--- src/rtl/alu_scheduler_pkg.sv ---
// Shared definitions for the ALU scheduler: instruction-set opcodes, FSM state
// encodings, response-flag bit positions and the flag packing helper.
package alu_scheduler_pkg;

  localparam int OP_W   = 5;
  localparam int FLAG_W = 3;

  localparam logic [OP_W-1:0] OP_ADD = 5'd0;
  localparam logic [OP_W-1:0] OP_ADC = 5'd1;
  localparam logic [OP_W-1:0] OP_SUB = 5'd2;
  localparam logic [OP_W-1:0] OP_SBB = 5'd3;
  localparam logic [OP_W-1:0] OP_CMP = 5'd4;
  localparam logic [OP_W-1:0] OP_INC = 5'd5;
  localparam logic [OP_W-1:0] OP_DEC = 5'd6;
  localparam logic [OP_W-1:0] OP_AND = 5'd7;
  localparam logic [OP_W-1:0] OP_OR  = 5'd8;
  localparam logic [OP_W-1:0] OP_XOR = 5'd9;
  localparam logic [OP_W-1:0] OP_NOT = 5'd10;

  localparam int FLAG_Z = 0;
  localparam int FLAG_S = 1;
  localparam int FLAG_C = 2;

  typedef enum logic [1:0] {
    ST_IDLE    = 2'd0,
    ST_ISSUE   = 2'd1,
    ST_CAPTURE = 2'd2
  } state_e;

  function automatic logic [FLAG_W-1:0] make_flags(input logic c, input logic s, input logic z);
    logic [FLAG_W-1:0] f;
    f         = {FLAG_W{1'b0}};
    f[FLAG_C] = c;
    f[FLAG_S] = s;
    f[FLAG_Z] = z;
    return f;
  endfunction

endpackage

--- src/rtl/alu_rr_arbiter.sv ---
// Two-way round-robin arbiter with a sticky lock for multi-word carry chains;
// a lock owner that stays silent too long in IDLE loses the lock.
module alu_rr_arbiter #(
  parameter int LOCK_TIMEOUT = 16
) (
  input  logic       clk,
  input  logic       rst_n,
  input  logic       idle_i,
  input  logic [1:0] req_valid,
  input  logic [1:0] req_lock,
  output logic [1:0] grant_o,
  output logic       lock_abort_o
);

  localparam int CNT_W = $clog2(LOCK_TIMEOUT + 1);

  logic             rr_q, rr_d;
  logic             locked_q, locked_d;
  logic             owner_q, owner_d;
  logic [CNT_W-1:0] cnt_q, cnt_d;

  logic       owner_valid_s;
  logic       expire_s;
  logic       lock_eff_s;
  logic [1:0] grant_s;
  logic       take_s;
  logic       take_id_s;

  always_ff @(posedge clk or negedge rst_n) begin
    if (!rst_n) begin
      rr_q     <= 1'b0;
      locked_q <= 1'b0;
      owner_q  <= 1'b0;
      cnt_q    <= {CNT_W{1'b0}};
    end else begin
      rr_q     <= rr_d;
      locked_q <= locked_d;
      owner_q  <= owner_d;
      cnt_q    <= cnt_d;
    end
  end

  // An expiring lock is already released for this cycle's arbitration, unless the owner shows up.
  always_comb begin
    owner_valid_s = req_valid[owner_q];
    expire_s      = locked_q && idle_i && !owner_valid_s && (cnt_q == CNT_W'(LOCK_TIMEOUT));
    lock_eff_s    = locked_q && !expire_s;
    grant_s       = 2'b00;
    if (!idle_i) begin
      grant_s = 2'b00;
    end else if (lock_eff_s) begin
      if (owner_q) begin
        grant_s = {req_valid[1], 1'b0};
      end else begin
        grant_s = {1'b0, req_valid[0]};
      end
    end else if (req_valid == 2'b11) begin
      if (rr_q) begin
        grant_s = 2'b10;
      end else begin
        grant_s = 2'b01;
      end
    end else begin
      grant_s = req_valid;
    end
    take_s    = |grant_s;
    take_id_s = grant_s[1];
  end

  always_comb begin
    rr_d     = rr_q;
    locked_d = locked_q;
    owner_d  = owner_q;
    cnt_d    = cnt_q;
    if (take_s) begin
      cnt_d = {CNT_W{1'b0}};
      if (req_lock[take_id_s]) begin
        locked_d = 1'b1;
        owner_d  = take_id_s;
      end else begin
        locked_d = 1'b0;
        rr_d     = ~take_id_s;
      end
    end else if (expire_s) begin
      locked_d = 1'b0;
      cnt_d    = {CNT_W{1'b0}};
    end else if (locked_q && idle_i && !owner_valid_s) begin
      cnt_d = cnt_q + CNT_W'(1);
    end else begin
      cnt_d = cnt_q;
    end
  end

  assign grant_o      = grant_s;
  assign lock_abort_o = expire_s;

endmodule

--- src/rtl/alu_scheduler.sv ---
// Shares one registered 16-bit ALU between the execute stage (id 0) and the
// address/loop-counter unit (id 1); each operation takes IDLE->ISSUE->CAPTURE.
module alu_scheduler
  import alu_scheduler_pkg::*;
#(
  parameter int DATA_W       = 16,
  parameter int LOCK_TIMEOUT = 16
) (
  input  logic                clk,
  input  logic                rst_n,
  input  logic [1:0]          req_valid,
  output logic [1:0]          req_ready,
  input  logic [1:0]          req_lock,
  input  logic [2*OP_W-1:0]   req_op,
  input  logic [2*DATA_W-1:0] req_a,
  input  logic [2*DATA_W-1:0] req_b,
  output logic                rsp_valid,
  output logic                rsp_id,
  output logic [DATA_W-1:0]   rsp_result,
  output logic [FLAG_W-1:0]   rsp_flags,
  output logic                lock_abort,
  output logic                alu_enable,
  output logic [OP_W-1:0]     alu_opcode,
  output logic [DATA_W-1:0]   alu_a,
  output logic [DATA_W-1:0]   alu_b,
  input  logic [DATA_W-1:0]   alu_out,
  input  logic                alu_zero,
  input  logic                alu_carry
);

  state_e state_q, state_d;

  logic [OP_W-1:0]   op_q, op_d;
  logic [DATA_W-1:0] a_q, a_d;
  logic [DATA_W-1:0] b_q, b_d;
  logic              id_q, id_d;
  logic              alu_enable_q, alu_enable_d;
  logic              rsp_valid_q, rsp_valid_d;
  logic              rsp_id_q, rsp_id_d;
  logic [DATA_W-1:0] rsp_result_q, rsp_result_d;
  logic [FLAG_W-1:0] rsp_flags_q, rsp_flags_d;

  logic       idle_s;
  logic [1:0] grant_s;
  logic       accept_s;
  logic       acc_id_s;

  assign idle_s   = (state_q == ST_IDLE);
  assign accept_s = |grant_s;
  assign acc_id_s = grant_s[1];

  alu_rr_arbiter #(
    .LOCK_TIMEOUT(LOCK_TIMEOUT)
  ) u_arb (
    .clk         (clk),
    .rst_n       (rst_n),
    .idle_i      (idle_s),
    .req_valid   (req_valid),
    .req_lock    (req_lock),
    .grant_o     (grant_s),
    .lock_abort_o(lock_abort)
  );

  always_ff @(posedge clk or negedge rst_n) begin
    if (!rst_n) begin
      state_q      <= ST_IDLE;
      op_q         <= {OP_W{1'b0}};
      a_q          <= {DATA_W{1'b0}};
      b_q          <= {DATA_W{1'b0}};
      id_q         <= 1'b0;
      alu_enable_q <= 1'b0;
      rsp_valid_q  <= 1'b0;
      rsp_id_q     <= 1'b0;
      rsp_result_q <= {DATA_W{1'b0}};
      rsp_flags_q  <= {FLAG_W{1'b0}};
    end else begin
      state_q      <= state_d;
      op_q         <= op_d;
      a_q          <= a_d;
      b_q          <= b_d;
      id_q         <= id_d;
      alu_enable_q <= alu_enable_d;
      rsp_valid_q  <= rsp_valid_d;
      rsp_id_q     <= rsp_id_d;
      rsp_result_q <= rsp_result_d;
      rsp_flags_q  <= rsp_flags_d;
    end
  end

  always_comb begin
    state_d = state_q;
    case (state_q)
      ST_IDLE: begin
        if (accept_s) begin
          state_d = ST_ISSUE;
        end else begin
          state_d = ST_IDLE;
        end
      end
      ST_ISSUE:   state_d = ST_CAPTURE;
      ST_CAPTURE: state_d = ST_IDLE;
      default:    state_d = ST_IDLE;
    endcase
  end

  // Operands are latched at accept and held steady until the next accept.
  always_comb begin
    op_d = op_q;
    a_d  = a_q;
    b_d  = b_q;
    id_d = id_q;
    if (accept_s) begin
      id_d = acc_id_s;
      if (acc_id_s) begin
        op_d = req_op[OP_W +: OP_W];
        a_d  = req_a[DATA_W +: DATA_W];
        b_d  = req_b[DATA_W +: DATA_W];
      end else begin
        op_d = req_op[OP_W-1:0];
        a_d  = req_a[DATA_W-1:0];
        b_d  = req_b[DATA_W-1:0];
      end
    end else begin
      id_d = id_q;
    end
  end

  // Sign comes from the result MSB; the ALU only supplies zero and carry.
  always_comb begin
    alu_enable_d = (state_d == ST_ISSUE);
    rsp_valid_d  = (state_q == ST_CAPTURE);
    rsp_id_d     = rsp_id_q;
    rsp_result_d = rsp_result_q;
    rsp_flags_d  = rsp_flags_q;
    if (state_q == ST_CAPTURE) begin
      rsp_id_d     = id_q;
      rsp_result_d = alu_out;
      rsp_flags_d  = make_flags(alu_carry, alu_out[DATA_W-1], alu_zero);
    end else begin
      rsp_id_d = rsp_id_q;
    end
  end

  assign req_ready  = grant_s;
  assign rsp_valid  = rsp_valid_q;
  assign rsp_id     = rsp_id_q;
  assign rsp_result = rsp_result_q;
  assign rsp_flags  = rsp_flags_q;
  assign alu_enable = alu_enable_q;
  assign alu_opcode = op_q;
  assign alu_a      = a_q;
  assign alu_b      = b_q;

endmodule

--- config.mk ---
export PLATFORM = sky130hd
export DESIGN_NAME = alu_scheduler
export DESIGN_NICKNAME = d
export VERILOG_FILES = /design/src/rtl/alu_scheduler_pkg.sv /design/src/rtl/alu_rr_arbiter.sv /design/src/rtl/alu_scheduler.sv
export SDC_FILE = /design/constraint.sdc
export NUM_CORES = 1
export LEC_CHECK = 0
export BUFFER_PORTS_ARGS = -buffer_cell sky130_fd_sc_hd__buf_2
export CAP_MARGIN = 20
export CORE_MARGIN = 4
export CORE_UTILIZATION = 49
export CTS_CLUSTER_DIAMETER = 200
export DETAILED_ROUTE_END_ITERATION = 6
export PLACE_DENSITY = 0.9
export REMOVE_ABC_BUFFERS = 1
export SLEW_MARGIN = 20
export SYNTH_ARGS = -nofsm -noshare
export SYNTH_HDL_FRONTEND = slang
export SYNTH_SLANG_ARGS = --single-unit
--- constraint.sdc ---
create_clock -name clk -period 4.65 [get_ports clk]
set_clock_uncertainty 0.05 [all_clocks]
set_input_delay 0.93 -clock clk [delete_from_list [all_inputs] [get_ports clk]]
set_output_delay 0.93 -clock clk [all_outputs]
set_load 0.02 [all_outputs]
==> After elaboration in Yosys (flattened, before gate mapping) <==
Index checks and enable logic that the tools add are counted.
{ "word_totals": {"inputBits": 98, "output_inout_bits": 62, "register_bits": 70, "wordCells": 56} }
{ "op_classes": {"n_mux": 20, "addsub": 1, "magnitude_cmp": 2, "reduce_logical": 12, "eq_ne": 5, "n_bitwise": 2} }
{ "ops": {"columns": ["operator", "n"], "rows": [
  ["2-to-1 mux 16 bit", 2],
  ["2-to-1 mux 5 bit", 4],
  ["2-to-1 mux 2 bit", 5],
  ["2-to-1 mux 1 bit", 8],
  ["adder 5 x 1 -> 5 bit (second input constant)", 1],
  ["== test 5 bit (second input constant)", 1],
  ["== test 2 x 1 -> 1 bit (second input constant)", 2],
  ["== test 2 bit (second input constant)", 2],
  ["logical AND 1 bit", 4],
  ["< comparator 1 x 2 -> 1 bit (second input constant)", 2],
  ["one-hot mux 2 bit (2 select lines)", 1],
  ["AND reduction 2 bit", 2],
  ["nonzero test 3 bit", 1],
  ["logical NOT 1 bit", 2],
  ["logical NOT 2 bit", 1],
  ["inverter 1 bit", 2],
  ["nonzero test 2 bit", 1],
  ["OR reduction 2 bit", 1]
]} }

==> Depth between registers and ports, before layout <==
{ "depth": {"ltp_word": 13, "depth_mapped": 9, "mapped_depth_nobuf": 6} }

==> Modules after synthesis <==
From an unflattened synthesis, not the netlist that was laid out.
{ "unflattened": {"hier_cells": 270, "area_unflattened_um2": 3233.1} }
{ "by_module_without_submodules": {"columns": ["mod", "instances", "cells_each", "area_per_inst_um2", "seq_area_each_um2"], "rows": [
  ["alu_scheduler", 1, 214, 2726.4, 1526.5],
  ["alu_rr_arbiter", 1, 56, 506.7, 200.2]
]} }

==> Worst setup path after synthesis <==
Ideal clock, no wire load.
{ "synth_timing": {"path_kind": "input-to-output", "start": "input req_valid[0]", "end": "output req_ready[0]", "arrival_ns": 2.111, "cell_stages": 5, "path_buffers": 2, "setup_slack_ns": 1.559, "t_required_ns": 3.670, "cell_sequence": "or3b_1 or2_1 clkbuf_1 clkbuf_1 nor2_1"} }
{ "synth_via": {"elab_chain_len": 9, "word_cells_on_any_way": 12, "classes_between": "1 x eq/ne; 6 x mux; 5 x reduce/logical"} }
{ "synth_lines": {"columns": ["item", "line_no", "source"], "rows": [
  ["from (decl)", "alu_scheduler.sv:11", "input logic [1:0] req_valid,"],
  ["2-to-1 mux 1 bit (implied by the code) (2 in series)", "alu_rr_arbiter.sv:45", "owner_valid_s = req_valid[owner_q];"],
  ["logical NOT 1 bit", "alu_rr_arbiter.sv:46", "expire_s = locked_q && idle_i && !owner_valid_s && (cnt_q == CNT_W'(LOCK_TIMEOUT));"],
  ["logical AND 1 bit (2 in series)", "alu_rr_arbiter.sv:46", null],
  ["logical NOT 1 bit", "alu_rr_arbiter.sv:47", "lock_eff_s = locked_q && !expire_s;"],
  ["logical AND 1 bit", "alu_rr_arbiter.sv:47", null],
  ["2-to-1 mux 2 bit (*)", "alu_rr_arbiter.sv:51", "end else if (lock_eff_s) begin"],
  ["2-to-1 mux 2 bit (*)", "alu_rr_arbiter.sv:49", "if (!idle_i) begin"],
  ["to (decl)", "alu_scheduler.sv:12", "output logic [1:0] req_ready,"]
]} }
Mark *: on every way between the ends. The rest lies on a longest branch, timed or not. The select of a mux whose other input is x is not followed.

==> Final worst setup path <==
Same ends and word-level chain as after synthesis.

==> reports/results.ini <==
[placement]
dpl.hpwl_um=6160
gp_congestion=0.736
io_buffers=159
dp_slack_ns=1.15

[cts]
clock_latency_ns=0.33
clock_path_buffers=2
htreeDepth=3
cts_setup_buffers=0
cts-root-buf=clkbuf_8
ctsHoldBuffers=0
numCtsBuffers=9
clock_sinks=69
cts.reportedPaths.clkPinSlew_ns=0.07
cts_resized=0
cts_tree=built

[pwr]
p_comb_share_pct=48.9
seq_power_share_pct=33.8
power_mw=3.17
p_sw_mw=1.36
intPower_mw=1.80
swShare_pct=43.0
pwr_density_cell_mw_per_mm2=755
clock_power_share_pct=17.3
p_leak_nw=2.04
peakVddDrop_mv=0.427

[synth]
seq_area_frac_synth_pct=54.3
synthArstFlopShare_pct=100
synth_warnings=0
yosysMostFrequentCell=dfrtp_1
ys_seq_elements=69
synth.top_cells.by_count=dfrtp_1, nor2_1, nand3_1
syn_area_per_cell_um2=9.94
syn_inst=320
synth_area_leaders=dfrtp_1, a31oi_1, mux2_2, nand3_1, o21ai_0
synth_top_area_cell=dfrtp_1
ys_dominant_reg_cell=dfrtp_1
syn_area_mm2=0.00318
synth.distinct_cells=34
synth_edf_count=0
synth_top_area_share_pct=54.3

[job]
max-cap-violations=0

[floorplanning]
rows=29
die_y_um=88.6
core_mm2=0.00631
io-pin-count=160
die_area_mm2=0.00784
dieWidth_um=88.6
floorplan.initialDensity_pct=50.4

[critical_path]
endpoint_kind=output port
crit_fanout=42
worst-setup-path-type=in -> out
critPathArrivalTime_ns=2.36
cp.required_ns=3.67
worst_setup_path_start_kind=input port

[route]
ant_nets=0
initialDrtViolationCount=191
dr.pass1.iters=4
wl_per_cell_um=15.8
vias=3103
drc=0
routed_wl_um=8630
vias_per_cell=5.67

[min_path]
hold_class=reg -> reg

[outcome]
status=finished clean

[finish]
multi_input_area_mm2=0.00129
area_growth_pct=31.9
regArea_mm2=0.00173
drive_above_1_share_pct=43.4
final_nets=565
antenna_cells=0
nFillCells=514

[global_routing]
grt_pass1_wl_um=13100
antenna_found_initial=0
grt_usage_pct=21.4
first_global_vias=2856
grt_start_max_net_pins=80
gr-total-overflow=0

[timing]
slew_viol_final=0
slew_headroom_pct=46.8
finalWorstSetupSlack_ns=1.31
hold_violations=0
fmax_ghz=0.300
setup_viol=0
period_needed_ns=3.34
setup_tns_ns=0
final.period_utilization_pct=71.7
worst_slew_pin_slew_ns=0.798
rsz0062_at_grt=no

==> area by class of cell <==
type                       count  share of cell area, %
sequential                    69                   41.2
multi-input combinational    216                   30.7
timing repair buffer         165                   20.1
clock buffer                  13                   3.79
tap                           77                   2.30
clock inverter                 3                   1.61
inverter                       4                  0.358
==> registers in the layout, summed over array words and instances, names as in the netlist <==
name / count
u_arb.locked_q: 1
rsp_result: 15
rsp_id: 1
id_q: 1
alu_opcode: 5
u_arb.owner_q: 1
state_q: 2
u_arb.rr_q: 1
alu_b: 16
alu_enable: 1
rsp_valid: 1
rsp_flags: 3
alu_a: 16
u_arb.cnt_q: 5
==> per-stage QoR <==
stage | hold slack (ns) | utilization (%) | cells | cell area, um^2
after floorplan | 0.399 | - | 289 | 3030
after global placement | 0.427 | 62.8 | 531 | 3970
after detailed placement | 0.433 | 62.8 | 531 | 3970
after CTS | 0.449 | 66.4 | 547 | 4190
after global routing | 0.467 | 66.4 | 547 | 4190
final | 0.452 | 66.4 | 547 | 4190
==> per-layer routing <==
metal  vias to the layer above  GRT usage, %  share of wire (%)
met1                      1476          27.0                 39
met5                         -             0                  0
met2                       167          36.4                 50
li1                       1448             -                  -
met3                        12          4.28                 10
met4                         0          7.97                1.1
==> power by group through the flow <==
stage	sequential (mW)	clock, mW	combinational [mW]
floorplan	1.39	0	0.684
global placement	1.06	0	1.50
detailed placement	1.08	0	1.56
CTS	1.07	0.557	1.56
global route	1.11	0.581	1.69
finish	1.07	0.548	1.55
==> logic make-up (layout without fill, tap and decap cells) <==
logic type	Yosys count	count (layout)	synth area share, %
simple gates	101	101	15.0
compound gates	91	91	17.0
flops	69	69	54.3
buf+inv	35	185	5.31
mux	21	21	7.36
fa+ha+maj	2	2	0.787
xor+xnor	1	1	0.276
==> cell usage in the layout (no fill, tap or decap), types with 2 or more instances in the layout <==
cell       count
buf_2        159
dfrtp_1       69
nor2_1        42
nand3_1       42
a31oi_1       40
o21ai_0       34
mux2_2        19
clkbuf_8      11
buf_4          6
o21ai_1        5
inv_1          4
nand2_1        4
nor2b_1        3
a21oi_1        3
mux2i_1        2
and3b_1        2
or3b_1         2
and3_1         2
ha_1           2
clkbuf_1       2
bufinv_16      2
==> final timing paths <==
check / from / slack (ns) / cells past startpoint / endpoint
min in group asynchronous: rst_n / 0.55 / 1 / alu_b[4]$_DFFE_PN0P_
hold reg to reg: u_arb.cnt_q[4]$_DFFE_PN0P_ / 0.45 / 1 / u_arb.cnt_q[4]$_DFFE_PN0P_
setup reg to reg: u_arb.cnt_q[0]$_DFFE_PN0P_ / 2.28 / 7 / u_arb.cnt_q[2]$_DFFE_PN0P_
max in group asynchronous: rst_n / 3.03 / 2 / alu_enable$_DFF_PN0_
hold / removal: u_arb.cnt_q[4]$_DFFE_PN0P_ / 0.45 / 1 / u_arb.cnt_q[4]$_DFFE_PN0P_
setup / recovery: req_valid[0] / 1.31 / 5 / req_ready[0]
==> critical path, cell delays in order <==
cell and delay [ns]:
buf_2 0.10, or3b_1 0.37, or2_2 0.58, nor2_1 0.19, buf_2 0.18
No activity file was read; power rests on OpenSTA's default activity.
